==> src/rtl/pipelined_adder_subtractor_pkg.sv <==
// Shared constants and elaboration helpers for the chunked adder/subtractor.
package pipelined_adder_subtractor_pkg;

   localparam logic MODE_ADD = 1'b0;
   localparam logic MODE_SUB = 1'b1;

   // Width must tile exactly into whole chunks, one chunk per stage.
   function automatic bit width_is_valid(input int data_width, input int chunk_width);
      return (chunk_width > 0) && (data_width >= chunk_width) &&
             ((data_width % chunk_width) == 0);
   endfunction

endpackage

==> src/rtl/pipelined_adder_subtractor_if.sv <==
// Operand/result bus of the pipelined adder/subtractor.
interface pipelined_adder_subtractor_if #(
   parameter int DATA_WIDTH = 16
);
   // Handshake: a beat moves on a side only in a cycle where its VALID and
   // READY are both high at the rising edge; a producer holding VALID keeps
   // its data stable until that edge, and VALID never waits on READY.
   logic                  IN_VALID;
   logic                  IN_READY;
   logic                  MODE;
   logic [DATA_WIDTH-1:0] A;
   logic [DATA_WIDTH-1:0] B;
   logic                  Cin;
   logic                  OUT_VALID;
   logic                  OUT_READY;
   logic [DATA_WIDTH-1:0] S;
   logic                  CF;
   logic                  OF;
   logic                  ZF;
   logic                  NF;

   modport master (
      output IN_VALID, MODE, A, B, Cin, OUT_READY,
      input  IN_READY, OUT_VALID, S, CF, OF, ZF, NF
   );

   modport slave (
      input  IN_VALID, MODE, A, B, Cin, OUT_READY,
      output IN_READY, OUT_VALID, S, CF, OF, ZF, NF
   );

endinterface

==> src/rtl/pipelined_adder_subtractor_chunk.sv <==
// Ripple-carry slice used by each pipeline stage, built from full_adder cells.
module full_adder (
   input  logic i_a,
   input  logic i_b,
   input  logic i_cin,
   output logic o_s,
   output logic o_cout
);
   assign o_s    = i_a ^ i_b ^ i_cin;
   assign o_cout = (i_a & i_b) | (i_cin & (i_a ^ i_b));
endmodule

module adder_chunk #(
   parameter int WIDTH = 4
) (
   input  logic [WIDTH-1:0] i_a,
   input  logic [WIDTH-1:0] i_b,
   input  logic             i_cin,
   output logic [WIDTH-1:0] o_s,
   output logic             o_cout,
   output logic             o_cmsb
);
   logic [WIDTH:0] w_c;

   assign w_c[0] = i_cin;

   for (genvar i = 0; i < WIDTH; i++) begin : g_bit
      full_adder u_fa (
         .i_a    (i_a[i]),
         .i_b    (i_b[i]),
         .i_cin  (w_c[i]),
         .o_s    (o_s[i]),
         .o_cout (w_c[i+1])
      );
   end

   // Carry into the slice MSB; the top slice uses it for signed overflow.
   assign o_cmsb = w_c[WIDTH-1];
   assign o_cout = w_c[WIDTH];
endmodule

==> src/rtl/pipelined_adder_subtractor.sv <==
// Pipelined two's-complement adder/subtractor: one CHUNK_WIDTH carry slice per
// stage, whole-pipe stall on output back-pressure, registered S/CF/OF/ZF/NF.
module pipelined_adder_subtractor
   import pipelined_adder_subtractor_pkg::*;
#(
   parameter int DATA_WIDTH     = 16,
   parameter int CHUNK_WIDTH    = 4,
   parameter int OVERFLOW_LOGIC = 1
) (
   input  logic CLK,
   input  logic RST,
   pipelined_adder_subtractor_if.slave bus
);
   localparam int NUM_STAGES = DATA_WIDTH / CHUNK_WIDTH;
   localparam bit OVF_EN     = (OVERFLOW_LOGIC != 0) && (DATA_WIDTH > 1);

   if (!width_is_valid(DATA_WIDTH, CHUNK_WIDTH)) begin : g_width_check
      $error("DATA_WIDTH must be a non-zero multiple of CHUNK_WIDTH");
   end

   logic                  w_advance;
   logic                  w_sub_in;
   logic [DATA_WIDTH-1:0] w_b_in;

   // Subtraction is A + ~B + ~Cin; the inversions happen once, at entry.
   assign w_sub_in = (bus.MODE == MODE_SUB);
   assign w_b_in   = w_sub_in ? ~bus.B : bus.B;

   // The pipe moves as a unit whenever the output slot is empty or draining.
   assign w_advance    = bus.OUT_READY | ~g_stage[NUM_STAGES-1].r_v;
   assign bus.IN_READY = w_advance;

   for (genvar k = 0; k < NUM_STAGES; k++) begin : g_stage
      localparam int HI = DATA_WIDTH - k * CHUNK_WIDTH;
      localparam int SW = (k + 1) * CHUNK_WIDTH;

      logic [HI-1:0]          w_opa;
      logic [HI-1:0]          w_opb;
      logic                   w_cin;
      logic                   w_mode;
      logic                   w_vin;
      logic                   w_load;
      logic [CHUNK_WIDTH-1:0] w_sum;
      logic                   w_cout;
      logic                   w_cmsb;
      logic [SW-1:0]          w_s_next;
      logic [SW-1:0]          r_s;
      logic                   r_v;

      if (k == 0) begin : g_src
         assign w_opa    = bus.A;
         assign w_opb    = w_b_in;
         assign w_cin    = bus.Cin ^ w_sub_in;
         assign w_mode   = w_sub_in;
         assign w_vin    = bus.IN_VALID;
         assign w_load   = w_advance & bus.IN_VALID;
         assign w_s_next = w_sum;
      end else begin : g_src
         assign w_opa    = g_stage[k-1].g_op.r_a;
         assign w_opb    = g_stage[k-1].g_op.r_b;
         assign w_cin    = g_stage[k-1].g_op.r_c;
         assign w_mode   = g_stage[k-1].g_op.r_mode;
         assign w_vin    = g_stage[k-1].r_v;
         assign w_load   = w_advance;
         assign w_s_next = {w_sum, g_stage[k-1].r_s};
      end

      adder_chunk #(
         .WIDTH (CHUNK_WIDTH)
      ) u_chunk (
         .i_a    (w_opa[CHUNK_WIDTH-1:0]),
         .i_b    (w_opb[CHUNK_WIDTH-1:0]),
         .i_cin  (w_cin),
         .o_s    (w_sum),
         .o_cout (w_cout),
         .o_cmsb (w_cmsb)
      );

      always_ff @(posedge CLK or posedge RST) begin
         if (RST) begin
            r_v <= 1'b0;
         end else if (w_advance) begin
            r_v <= w_vin;
         end
      end

      always_ff @(posedge CLK or posedge RST) begin
         if (RST) begin
            r_s <= '0;
         end else if (w_load) begin
            r_s <= w_s_next;
         end
      end

      if (k < NUM_STAGES - 1) begin : g_op
         // Operand bits not yet resolved ride along, shifted down one chunk.
         logic [HI-CHUNK_WIDTH-1:0] r_a;
         logic [HI-CHUNK_WIDTH-1:0] r_b;
         logic                      r_c;
         logic                      r_mode;

         always_ff @(posedge CLK or posedge RST) begin
            if (RST) begin
               r_a    <= '0;
               r_b    <= '0;
               r_c    <= 1'b0;
               r_mode <= 1'b0;
            end else if (w_load) begin
               r_a    <= w_opa[HI-1:CHUNK_WIDTH];
               r_b    <= w_opb[HI-1:CHUNK_WIDTH];
               r_c    <= w_cout;
               r_mode <= w_mode;
            end
         end
      end else begin : g_last
         logic r_cf;
         logic r_of;
         logic r_zf;
         logic r_nf;

         // CF reports borrow when subtracting, hence the inversion by mode.
         always_ff @(posedge CLK or posedge RST) begin
            if (RST) begin
               r_cf <= 1'b0;
               r_of <= 1'b0;
               r_zf <= 1'b0;
               r_nf <= 1'b0;
            end else if (w_load) begin
               r_cf <= w_cout ^ w_mode;
               r_of <= OVF_EN & (w_cmsb ^ w_cout);
               r_zf <= ~|w_s_next;
               r_nf <= w_s_next[SW-1];
            end
         end
      end
   end

   assign bus.OUT_VALID = g_stage[NUM_STAGES-1].r_v;
   assign bus.S         = g_stage[NUM_STAGES-1].r_s;
   assign bus.CF        = g_stage[NUM_STAGES-1].g_last.r_cf;
   assign bus.OF        = g_stage[NUM_STAGES-1].g_last.r_of;
   assign bus.ZF        = g_stage[NUM_STAGES-1].g_last.r_zf;
   assign bus.NF        = g_stage[NUM_STAGES-1].g_last.r_nf;

endmodule
==> src/flat_wrapper.sv <==
// flat-port wrapper written by rule: the top's interface ports become plain ports
module pipelined_adder_subtractor_flat import pipelined_adder_subtractor_pkg::*;
#(
   parameter int DATA_WIDTH     = 16,
   parameter int CHUNK_WIDTH    = 4,
   parameter int OVERFLOW_LOGIC = 1
)
  (CLK, RST, bus_IN_VALID, bus_MODE, bus_A, bus_B, bus_Cin, bus_OUT_READY, bus_IN_READY, bus_OUT_VALID, bus_S, bus_CF, bus_OF, bus_ZF, bus_NF);
  pipelined_adder_subtractor_if #(.DATA_WIDTH(DATA_WIDTH)) bus_i ();
  input  logic CLK;
  input  logic RST;
  input wire logic [$bits(bus_i.IN_VALID)-1:0] bus_IN_VALID;
  input wire logic [$bits(bus_i.MODE)-1:0] bus_MODE;
  input wire logic [$bits(bus_i.A)-1:0] bus_A;
  input wire logic [$bits(bus_i.B)-1:0] bus_B;
  input wire logic [$bits(bus_i.Cin)-1:0] bus_Cin;
  input wire logic [$bits(bus_i.OUT_READY)-1:0] bus_OUT_READY;
  output wire logic [$bits(bus_i.IN_READY)-1:0] bus_IN_READY;
  output wire logic [$bits(bus_i.OUT_VALID)-1:0] bus_OUT_VALID;
  output wire logic [$bits(bus_i.S)-1:0] bus_S;
  output wire logic [$bits(bus_i.CF)-1:0] bus_CF;
  output wire logic [$bits(bus_i.OF)-1:0] bus_OF;
  output wire logic [$bits(bus_i.ZF)-1:0] bus_ZF;
  output wire logic [$bits(bus_i.NF)-1:0] bus_NF;
  assign bus_i.IN_VALID = bus_IN_VALID;
  assign bus_i.MODE = bus_MODE;
  assign bus_i.A = bus_A;
  assign bus_i.B = bus_B;
  assign bus_i.Cin = bus_Cin;
  assign bus_i.OUT_READY = bus_OUT_READY;
  assign bus_IN_READY = bus_i.IN_READY;
  assign bus_OUT_VALID = bus_i.OUT_VALID;
  assign bus_S = bus_i.S;
  assign bus_CF = bus_i.CF;
  assign bus_OF = bus_i.OF;
  assign bus_ZF = bus_i.ZF;
  assign bus_NF = bus_i.NF;
  pipelined_adder_subtractor #(.DATA_WIDTH(DATA_WIDTH), .CHUNK_WIDTH(CHUNK_WIDTH), .OVERFLOW_LOGIC(OVERFLOW_LOGIC)) u_core (.CLK(CLK), .RST(RST), .bus(bus_i));
endmodule
==> config.mk <==
export PLATFORM = sky130hd
export DESIGN_NAME = pipelined_adder_subtractor_flat
export DESIGN_NICKNAME = d
export VERILOG_FILES = /design/src/rtl/pipelined_adder_subtractor_pkg.sv /design/src/rtl/pipelined_adder_subtractor_if.sv /design/src/rtl/pipelined_adder_subtractor_chunk.sv /design/src/rtl/pipelined_adder_subtractor.sv /design/src/flat_wrapper.sv
export SDC_FILE = /design/constraint.sdc
export NUM_CORES = 1
export LEC_CHECK = 0
export BUFFER_PORTS_ARGS = -buffer_cell sky130_fd_sc_hd__buf_2
export CORE_MARGIN = 2
export CORE_UTILIZATION = 60
export CTS_BUF_LIST = sky130_fd_sc_hd__clkbuf_4
export DETAILED_ROUTE_END_ITERATION = 16
export HOLD_SLACK_MARGIN = 0.03
export PLACE_DENSITY = 0.94
export SYNTH_ARGS = -nofsm -noshare
export SYNTH_HDL_FRONTEND = slang
export SYNTH_SLANG_ARGS = --single-unit
==> constraint.sdc <==
create_clock -name CLK -period 5.29 [get_ports CLK]
set_clock_uncertainty 0.1 [all_clocks]
set_input_delay 0.529 -clock CLK [delete_from_list [all_inputs] [get_ports CLK]]
set_output_delay 0.529 -clock CLK [all_outputs]
set_load 0.03 [all_outputs]
# Word level (Yosys, flattened, before mapping)
# Index checks and enable logic that the tools add are counted.
[word_totals]
regBits = 102
in_bits = 38
elab_cells = 114
[classes]
mux = 1
bitwise_logic = 87
n_reduce_logical = 2
[ops]
columns = ["operator", "count"]
rows = [
  ["1-bit bitwise XOR", 35],
  ["1-bit bitwise AND", 33],
  ["1-bit bitwise OR", 17],
  ["16-bit 2-to-1 mux", 1],
  ["16-bit NOT", 1],
  ["16-bit OR reduction", 1],
  ["1-bit zero test", 1],
  ["1-bit NOT", 1],
]

# Logic depth before layout (Yosys ltp)
# Gate-level depths: netlist of the first run.
[depth]
word_depth = 11
ltp_mapped = 10
depth_no_buf = 8

# By module
# From an unflattened synthesis of the first run, not the netlist that was laid out.
[unflattened]
hier_cells = 418
hier_area_um2 = 4357.9
[modules_own_cells]
columns = ["module", "instances", "cells_per_inst", "area_per_inst_um2"]
rows = [
  ["pipelined_adder_subtractor", 1, 402, 4037.6],
  ["full_adder", 16, 1, 20.0],
]

# Worst setup path after synthesis of the first run
# Ideal clock, no wire load.
[synth_path]
path_type = "input port to flip-flop"
start = "input port bus_MODE"
end = "register u_core.g_stage[0].r_s[3]"
setup_time_ns = 0.125
t_arrival_ns = 2.990
required_ns = 5.065
setup_slack_ns = 2.075
stages = 9
cell_sequence = "buf_2 -> buf_2 -> xnor2_1 -> fa_1 -> fa_1 -> fa_1 -> inv_1 -> fa_1 -> mux2_2"
[synth_via]
elab_chain_cells = 9
word_cells_on_any_way = 16
cone_classes = "mux: 1; bitwise: 15"
[synth_lines]
columns = ["element", "line_no", "text"]
rows = [
  ["start: declaration", "flat_wrapper.sv:13", "input wire logic [$bits(bus_i.MODE)-1:0] bus_MODE;"],
  ["16-bit 2-to-1 mux", "pipelined_adder_subtractor.sv:27", "assign w_b_in = w_sub_in ? ~bus.B : bus.B;"],
  ["1-bit bitwise XOR", "pipelined_adder_subtractor_chunk.sv:10", "assign o_cout = (i_a & i_b) | (i_cin & (i_a ^ i_b));"],
  ["1-bit bitwise AND", "pipelined_adder_subtractor_chunk.sv:10", ""],
  ["1-bit bitwise OR", "pipelined_adder_subtractor_chunk.sv:10", ""],
  ["1-bit bitwise AND", "pipelined_adder_subtractor_chunk.sv:10", ""],
  ["1-bit bitwise OR", "pipelined_adder_subtractor_chunk.sv:10", ""],
  ["1-bit bitwise AND", "pipelined_adder_subtractor_chunk.sv:10", ""],
  ["1-bit bitwise OR", "pipelined_adder_subtractor_chunk.sv:10", ""],
  ["1-bit bitwise XOR (*)", "pipelined_adder_subtractor_chunk.sv:9", "assign o_s = i_a ^ i_b ^ i_cin;"],
  ["named net u_core.g_stage[0].u_chunk.g_bit[3].u_fa.o_s", "pipelined_adder_subtractor_chunk.sv:6", "output logic o_s,"],
  ["end signal: assignment", "pipelined_adder_subtractor.sv:91", "r_s <= w_s_next;"],
  ["end: declaration", "pipelined_adder_subtractor.sv:47", "logic [SW-1:0] r_s;"],
]
# The timed path passes the listed nets; every way through them passes the cells marked *.
# A chain may end at the register's enable or synchronous reset.

# Final worst setup path of the first run
[layout_path]
start = "register u_core.g_stage[3].r_v, in the netlist u_core.bus.OUT_VALID"
end = "output port bus_IN_READY"
[layout_via]
elab_chain_cells = 2
[layout_lines]
columns = ["element", "line_no", "text"]
rows = [
  ["start: declaration", "pipelined_adder_subtractor.sv:48", "logic r_v;"],
  ["start signal: assignment", "pipelined_adder_subtractor.sv:83", "r_v <= w_vin;"],
  ["1-bit NOT", "pipelined_adder_subtractor.sv:30", "assign w_advance = bus.OUT_READY | ~g_stage[NUM_STAGES-1].r_v;"],
  ["1-bit bitwise OR", "pipelined_adder_subtractor.sv:30", ""],
  ["end: declaration", "flat_wrapper.sv:18", "output wire logic [$bits(bus_i.IN_READY)-1:0] bus_IN_READY;"],
]
# Every way passes these cells.

==> run_results.csv, run 1 <==
group,metric,value,unit
grt,grt_pass1_wl,13000,µm
status,status,"completed",
clocking,clockRootBuffer,"clkbuf_4",
timing,fmax,295,MHz
grt,antenna_found_initial,0,
clocking,clock_latency,0.44,ns
cells_and_area,final_cell_mix,"175 x nand2_1, 101 x dfrtp_1, 59 x buf_2",
drt,avgRoutedWirePerCell,13.3,µm
timing,timing.slew.headroom,0.397,
pwr,p_leak,2.48,nW
drt,num_vias,2998,
critical_path,slowest_stage,"inv_2",
timing,rsz0062_at_grt,"no",
die,start_util,0.612,
timing,worstMarginPinSlew,0.904,ns
timing,fin_ws,1.90,ns
clocking,cts_tree,"built",
critical_path,critPathRequiredTime,4.66,ns
pwr,irDropWorstVdd,0.252,mV
timing,fin_tns_setup,0,ns
pwr,power_density,596,nW/µm²
yosys,seq_area_frac_synth,0.576,
clocking,cts_hold_buffers,0,
cells_and_area,final_common_cell,"nand2_1",
cells_and_area,nets,535,
critical_path,end_kind,"output pin",
die,die_x,89.5,µm
die,die_h,89.5,µm
die,rows,31,
cells_and_area,insertedDiodeCount,0,
grt,met1_usage,0.304,
timing,fin_crit_sh,0.641,
critical_path,critPathKind,"flop to output pin",
clocking,ctsLongestPathBuffers,2,
grt,grtUsageMet3,0.0342,
drt,ant_nets,0,
yosys,synth_nets,487,
drt,first_pass_iters,4,
critical_path,crit_path_frequent_cell,"buf_4",
clocking,cts_buffers,9,
drt,initialDrtViolationCount,149,
yosys,synth.avg_cell_area,10.1,µm²
die,core_area,7180,µm²
drt,drc,0,
placement,io_buffer_count,59,
clocking,h-tree-depth,3,
placement,pre_cts_ws,1.97,ns
cells_and_area,drive_gt1_frac,0.189,
grt,met2_usage,0.335,
grt,grt_pass1_vias,2803,
critical_path,worstSetupStartpointType,"flop",
timing,min_period,3.39,ns
yosys,synth.cell_area,4390,µm²
grt,grt_most_used_layer,"met2",
critical_path,cp_data_arrival_time,2.76,ns
critical_path,slowest_delay,0.74,ns
yosys,ys_ff_latch,101,
yosys,yosysUniqueCellTypes,23,
cells_and_area,finish.utilization,0.677,
clocking,postCtsSetupRepairBufs,0,
hold_path,holdCritPathClass,"input port to asynchronous set/reset pin",
die,dieArea,8010,µm²
clocking,clock_sinks,101,
critical_path,path_max_fanout,64,
timing,setup_viol,0,
drt,wl,7800,µm
timing,hold_viol,0,
critical_path,crit_buf_inv,4,
grt,globalRouteTotalUtil,0.216,
yosys,synthCells,433,
cells_and_area,final_cells,585,
placement,dp_hpwl,5540,µm
timing,slew_violations,0,
critical_path,cp_top_family,"buffers and inverters",
clocking,clkTransAtPathRegs,0.14,ns
grt,grt_overflow_total,0,
timing,holdWs,0.126,ns
clocking,cts.repair.resized,0,
job,drv_cap,0,
placement,routabilityCongestion,0.789,
critical_path,path_cells,"nor2b_4 > buf_4 > inv_2 > buf_4 > buf_2",
grt,grt_max_degree,65,
die,num_io_pins,60,
yosys,yosysWarnings,0,
drt,vias_per_cell,5.12,
cells_and_area,areaGrowthSynthToFinish,10.7,%
placement,place_inst,569,
Yosys cell counts:
cell type / number / area [µm²]
nand2_1: 175 / 657
dfrtp_1: 101 / 2530
a21oi_1: 32 / 160
inv_1: 19 / 71.3
fa_1: 16 / 320
xnor2_1: 16 / 140
clkbuf_1: 13 / 48.8
o21ai_0: 12 / 60.1
mux2_4: 10 / 150
buf_2: 8 / 40.0
nor2_1: 6 / 22.5
nand3_1: 5 / 25.0
buf_6: 4 / 45.0
nor4_1: 4 / 25.0
xor2_1: 3 / 26.3
mux2_2: 2 / 22.5
a21o_1: 1 / 7.51
and2_1: 1 / 6.26
buf_4: 1 / 7.51
inv_2: 1 / 3.75
nand2b_1: 1 / 6.26
nand4_1: 1 / 6.26
nor2b_2: 1 / 8.76
flip-flops by register name, indices dropped and copies added, names as in the netlist, 3 cells and up:
signal / flops
u_core.bus.S: 15
u_core.g_stage.g_op.r_c: 3
u_core.g_stage.g_op.r_a: 24
u_core.g_stage.g_op.r_b: 24
u_core.g_stage.g_op.r_mode: 3
u_core.g_stage.r_v: 3
u_core.g_stage.r_s: 24
worst reg2reg max path, delay by kind of cell, from the launching register on:
family | cells | cell delay [ns]
AO/OA/AOI/OAI | 1 | 0.14
adder cells (fa/ha/maj) | 4 | 1.94
flip-flops | 1 | 0.44
AND/OR/NAND/NOR | 2 | 0.27
per-stage QoR:
stage / cell area [µm²] / power [W]
final: 4860 / 0.00290
after global routing: 4860 / 0.00313
after CTS: 4860 / 0.00291
after detailed placement: 4700 / 0.00248
after global placement: 4700 / 0.00240
after floorplan: 4390 / 0.00216
power breakdown:
part | switching (W) | internal, W
clock network | 0.000233 | 0.000200
logic | 0.000707 | 0.000426
registers | 0.000215 | 0.00112
layout make-up:
cell class / instances / area, µm²
clock buffers: 11 / 82.6
well taps: 99 / 124
multi-input cells: 286 / 1650
repair buffers: 63 / 325
clock inverters: 5 / 75.1
inverters: 20 / 76.3
flip-flops and latches: 101 / 2530
fillers: 544 / 2320
layer usage:
metal  share of wire  vias up
li1                -     1444
met1            0.44     1456
met2            0.49       87
met3           0.050       11
met4           0.019        0
met5               0        -
path summary, 6_finish.rpt:
check | to | start | slack (ns) | cells after the start
hold / removal | u_core.bus.OF | RST | 0.13 | 2
max in group asynchronous | u_core.g_stage[0].g_op.r_a[6] | RST | 3.88 | 3
setup / recovery | bus_IN_READY | u_core.bus.OUT_VALID | 1.90 | 5
setup reg to reg | u_core.bus.ZF | u_core.g_stage[2].g_op.r_b[0] | 2.35 | 7
hold reg to reg | u_core.bus.S[11] | u_core.bus.S[11] | 0.38 | 2
min in group CLK | u_core.g_stage[0].g_op.r_a[1] | bus_A[5] | 0.20 | 2
cell families (layout without fill, tap and decap cells):
| group | Yosys count | after routing | share of synthesized area |
|---|---|---|---|
| buffers and inverters | 46 | 99 | 0.0493 |
| DFF | 101 | 101 | 0.576 |
| AOI/OAI and AO/OA | 45 | 45 | 0.0519 |
| xor gates and xnor gates | 19 | 19 | 0.0379 |
| adders and majority gates | 16 | 16 | 0.0730 |
| and+or+nand+nor | 194 | 194 | 0.173 |
| muxes | 12 | 12 | 0.0393 |
Power figures use the tool's default switching activity.
==> run 2, diff against run 1 <==
--- a/config.mk
+++ b/config.mk
@@ -7,11 +7,11 @@
 export LEC_CHECK = 0
 export BUFFER_PORTS_ARGS = -buffer_cell sky130_fd_sc_hd__buf_2
 export CORE_MARGIN = 2
-export CORE_UTILIZATION = 60
+export CORE_UTILIZATION = 54
 export CTS_BUF_LIST = sky130_fd_sc_hd__clkbuf_4
 export DETAILED_ROUTE_END_ITERATION = 16
 export HOLD_SLACK_MARGIN = 0.03
-export PLACE_DENSITY = 0.94
+export PLACE_DENSITY = 0.9
 export SYNTH_ARGS = -nofsm -noshare
 export SYNTH_HDL_FRONTEND = slang
 export SYNTH_SLANG_ARGS = --single-unit
==> constraint.sdc (replaced) <==
create_clock -name CLK -period 2.8 [get_ports CLK]
set_clock_uncertainty 0.1 [all_clocks]
set_input_delay 0.28 -clock CLK [delete_from_list [all_inputs] [get_ports CLK]]
set_output_delay 0.28 -clock CLK [all_outputs]
set_load 0.03 [all_outputs]
==> run 2 against run 1 <==
Compared with the run above: via count up 0.93%; global-route usage shrank 1.2 points; worst hold slack worse by 0.085 ns.
==> run_results.csv, run 2 (synthesis gave the netlist of run 1 again) <==
group,metric,value,unit
die,rows,32,
critical_path,worst_r2r_path_depth,7,
grt,grt_max_degree,81,
cells_and_area,areaGrowthSynthToFinish,17.6,%
critical_path,critPathRequiredTime,3.07,ns
cells_and_area,reg_top3,"u_core.g_stage.g_op.r_a x24, u_core.g_stage.g_op.r_b x24, u_core.g_stage.r_s x24",
timing,holdWs,0.0405,ns
critical_path,crit_path_start,"u_core.g_stage[2].g_op.r_b[0]",
status,status,"completed",
clocking,clock_sinks,101,
hold_path,holdCritPathClass,"input port to flop",
clocking,cts_buffers,9,
critical_path,reg2reg_setup_slack,0.04,ns
placement,io_buffer_count,59,
die,dieArea,8860,µm²
die,die_x,94.1,µm
cells_and_area,insertedDiodeCount,0,
drt,ant_nets,0,
timing,setup_viol,0,
pwr,internal-power,0.00335,W
cells_and_area,nFillCells,622,
clocking,clkTransAtPathRegs,0.14,ns
timing,rsz0062_at_grt,"yes",
clocking,cts_tree,"built",
grt,grt_pass1_wl,13900,µm
drt,num_vias,3026,
clocking,clockRootBuffer,"clkbuf_4",
cells_and_area,fin_area,5160,µm²
timing,slew_violations,0,
critical_path,worstReg2RegStart,"u_core.g_stage[2].g_op.r_b[0]",
cells_and_area,seqCellArea,2530,µm²
pwr,pwr-share-comb,0.398,
die,die_h,94.1,µm
cells_and_area,nets,560,
pwr,seq_power_share,0.450,
drt,wl,8100,µm
grt,grt_pass1_vias,2957,
pwr,clockPowerShare,0.151,
timing,min_period,2.76,ns
timing,hold_viol,0,
cells_and_area,drive_gt1_frac,0.198,
critical_path,cp-endpoint,"u_core.bus.ZF",
clocking,clock_latency,0.45,ns
cells_and_area,final_cell_mix,"175 x nand2_1, 101 x dfrtp_1, 59 x buf_2",
timing,worstMarginPinSlew,0.599,ns
critical_path,reg2reg_to,"u_core.bus.ZF",
placement,dpl_cell_area,4750,µm²
die,num_io_pins,60,
grt,antenna_found_initial,0,
placement,routabilityCongestion,0.773,
timing,fmax,362,MHz
clocking,ctsLongestPathBuffers,2,
pwr,netSwitchingPower,0.00222,W
drt,avgRoutedWirePerCell,13.2,µm
hold_path,worstHoldStart,"bus_B[4]",
die,start_util,0.562,
die,core_area,7810,µm²
drt,first_pass_iters,6,
placement,pre_cts_ws,-0.195,ns
pwr,power_density,1080,nW/µm²
pwr,irDropWorstVdd,0.457,mV
drt,vias_per_cell,4.94,
critical_path,end_kind,"flop",
timing,fin_tns_setup,0,ns
critical_path,critPathKind,"flop to flop",
critical_path,worstSetupStartpointType,"flop",
drt,initialDrtViolationCount,217,
clocking,h-tree-depth,3,
placement,dp_hpwl,5290,µm
grt,globalRouteTotalUtil,0.204,
pwr,p_leak,2.60,nW
cells_and_area,multi_input_area,1670,µm²
cells_and_area,final_common_cell,"nand2_1",
grt,grt_overflow_total,0,
timing,fin_ws,0.0402,ns
job,drv_cap,0,
drt,drc,0,
critical_path,cp_data_arrival_time,3.03,ns
pwr,switching_share,0.399,
timing,fin_crit_sh,0.986,
timing,timing.slew.headroom,0.601,
critical_path,path_max_fanout,2,
-- run 2: changes by cell type in the layout (fill, tap and decap cells not counted) --
| cell | before | now |
|---|---|---|
| nor4_1 | 4 | 3 |
| o21ai_1 | 0 | 1 |
| clkinvlp_4 | 1 | 2 |
| nor4_2 | 0 | 1 |
| fa_1 | 16 | 12 |
| clkinv_1 | 2 | 0 |
| inv_6 | 0 | 1 |
| clkbuf_4 | 11 | 9 |
| fa_2 | 0 | 4 |
| dlygate4sd3_1 | 0 | 23 |
| clkinv_4 | 0 | 2 |
| o21ai_0 | 12 | 11 |
| buf_12 | 0 | 2 |
-- run 2: through the flow --
| stage | instances | utilization | total power (W) |
|---|---|---|---|
| finish | 613 | 0.661 | 0.00557 |
| global route | 613 | 0.661 | 0.00603 |
| CTS | 613 | 0.661 | 0.00558 |
| detailed placement | 574 | 0.609 | 0.00469 |
| global placement | 574 | 0.609 | 0.00453 |
| floorplan | 433 | - | 0.00409 |
-- run 2: what timing repair did --
action                                 CTS  global route
pin swaps                                1             0
buffers inserted                         0             0
hold buffers                            23             0
setup endpoints to repair                1             1
resized for setup                        4             0
endpoints found under the hold margin   43             0
-- run 2: routing by layer --
layer	track usage	wire length, µm
met5	0	0
met4	0.0797	195
met3	0.0345	378
met2	0.323	3800
met1	0.285	3720
-- run 2: layout make-up --
cell class	instances	area share
clock buffer	9	0.0131
inverter	20	0.0153
timing repair buffer	88	0.115
clock inverter	7	0.0192
sequential	101	0.490
multi-input combinational	286	0.323
tap	102	0.0247
-- run 2: worst max-delay path, cell delays in order (launching register included) --
cell     delay (ns)
dfrtp_1        0.43
fa_2           0.41
fa_2           0.40
fa_2           0.42
fa_1           0.49
nor4_2         0.17
nand4_1        0.13
o21ai_1        0.15
-- run 2: how the worst min path moves through the flow --
stage | to | slack (ns) | cells after the start
after detailed placement | u_core.bus.S[0] | 0.23 | 2
after floorplan | u_core.g_stage[0].g_op.r_a[0] | 0.32 | 2
after global placement | u_core.bus.S[0] | 0.22 | 2
final | u_core.g_stage[0].g_op.r_b[0] | 0.04 | 4
after CTS | u_core.g_stage[0].g_op.r_b[0] | 0.03 | 4
after global routing | u_core.g_stage[0].g_op.r_b[0] | 0.04 | 4
-- run 2: power by group through the flow --
stage	Clock, W	Combinational (W)	Sequential, W
6_report	0.000841	0.00222	0.00251
5_1_grt	0.000911	0.00253	0.00259
4_1_cts	0.000850	0.00222	0.00250
3_5_place_dp	0	0.00216	0.00253
3_3_place_gp	0	0.00204	0.00250
2_1_floorplan	0	0.00138	0.00271
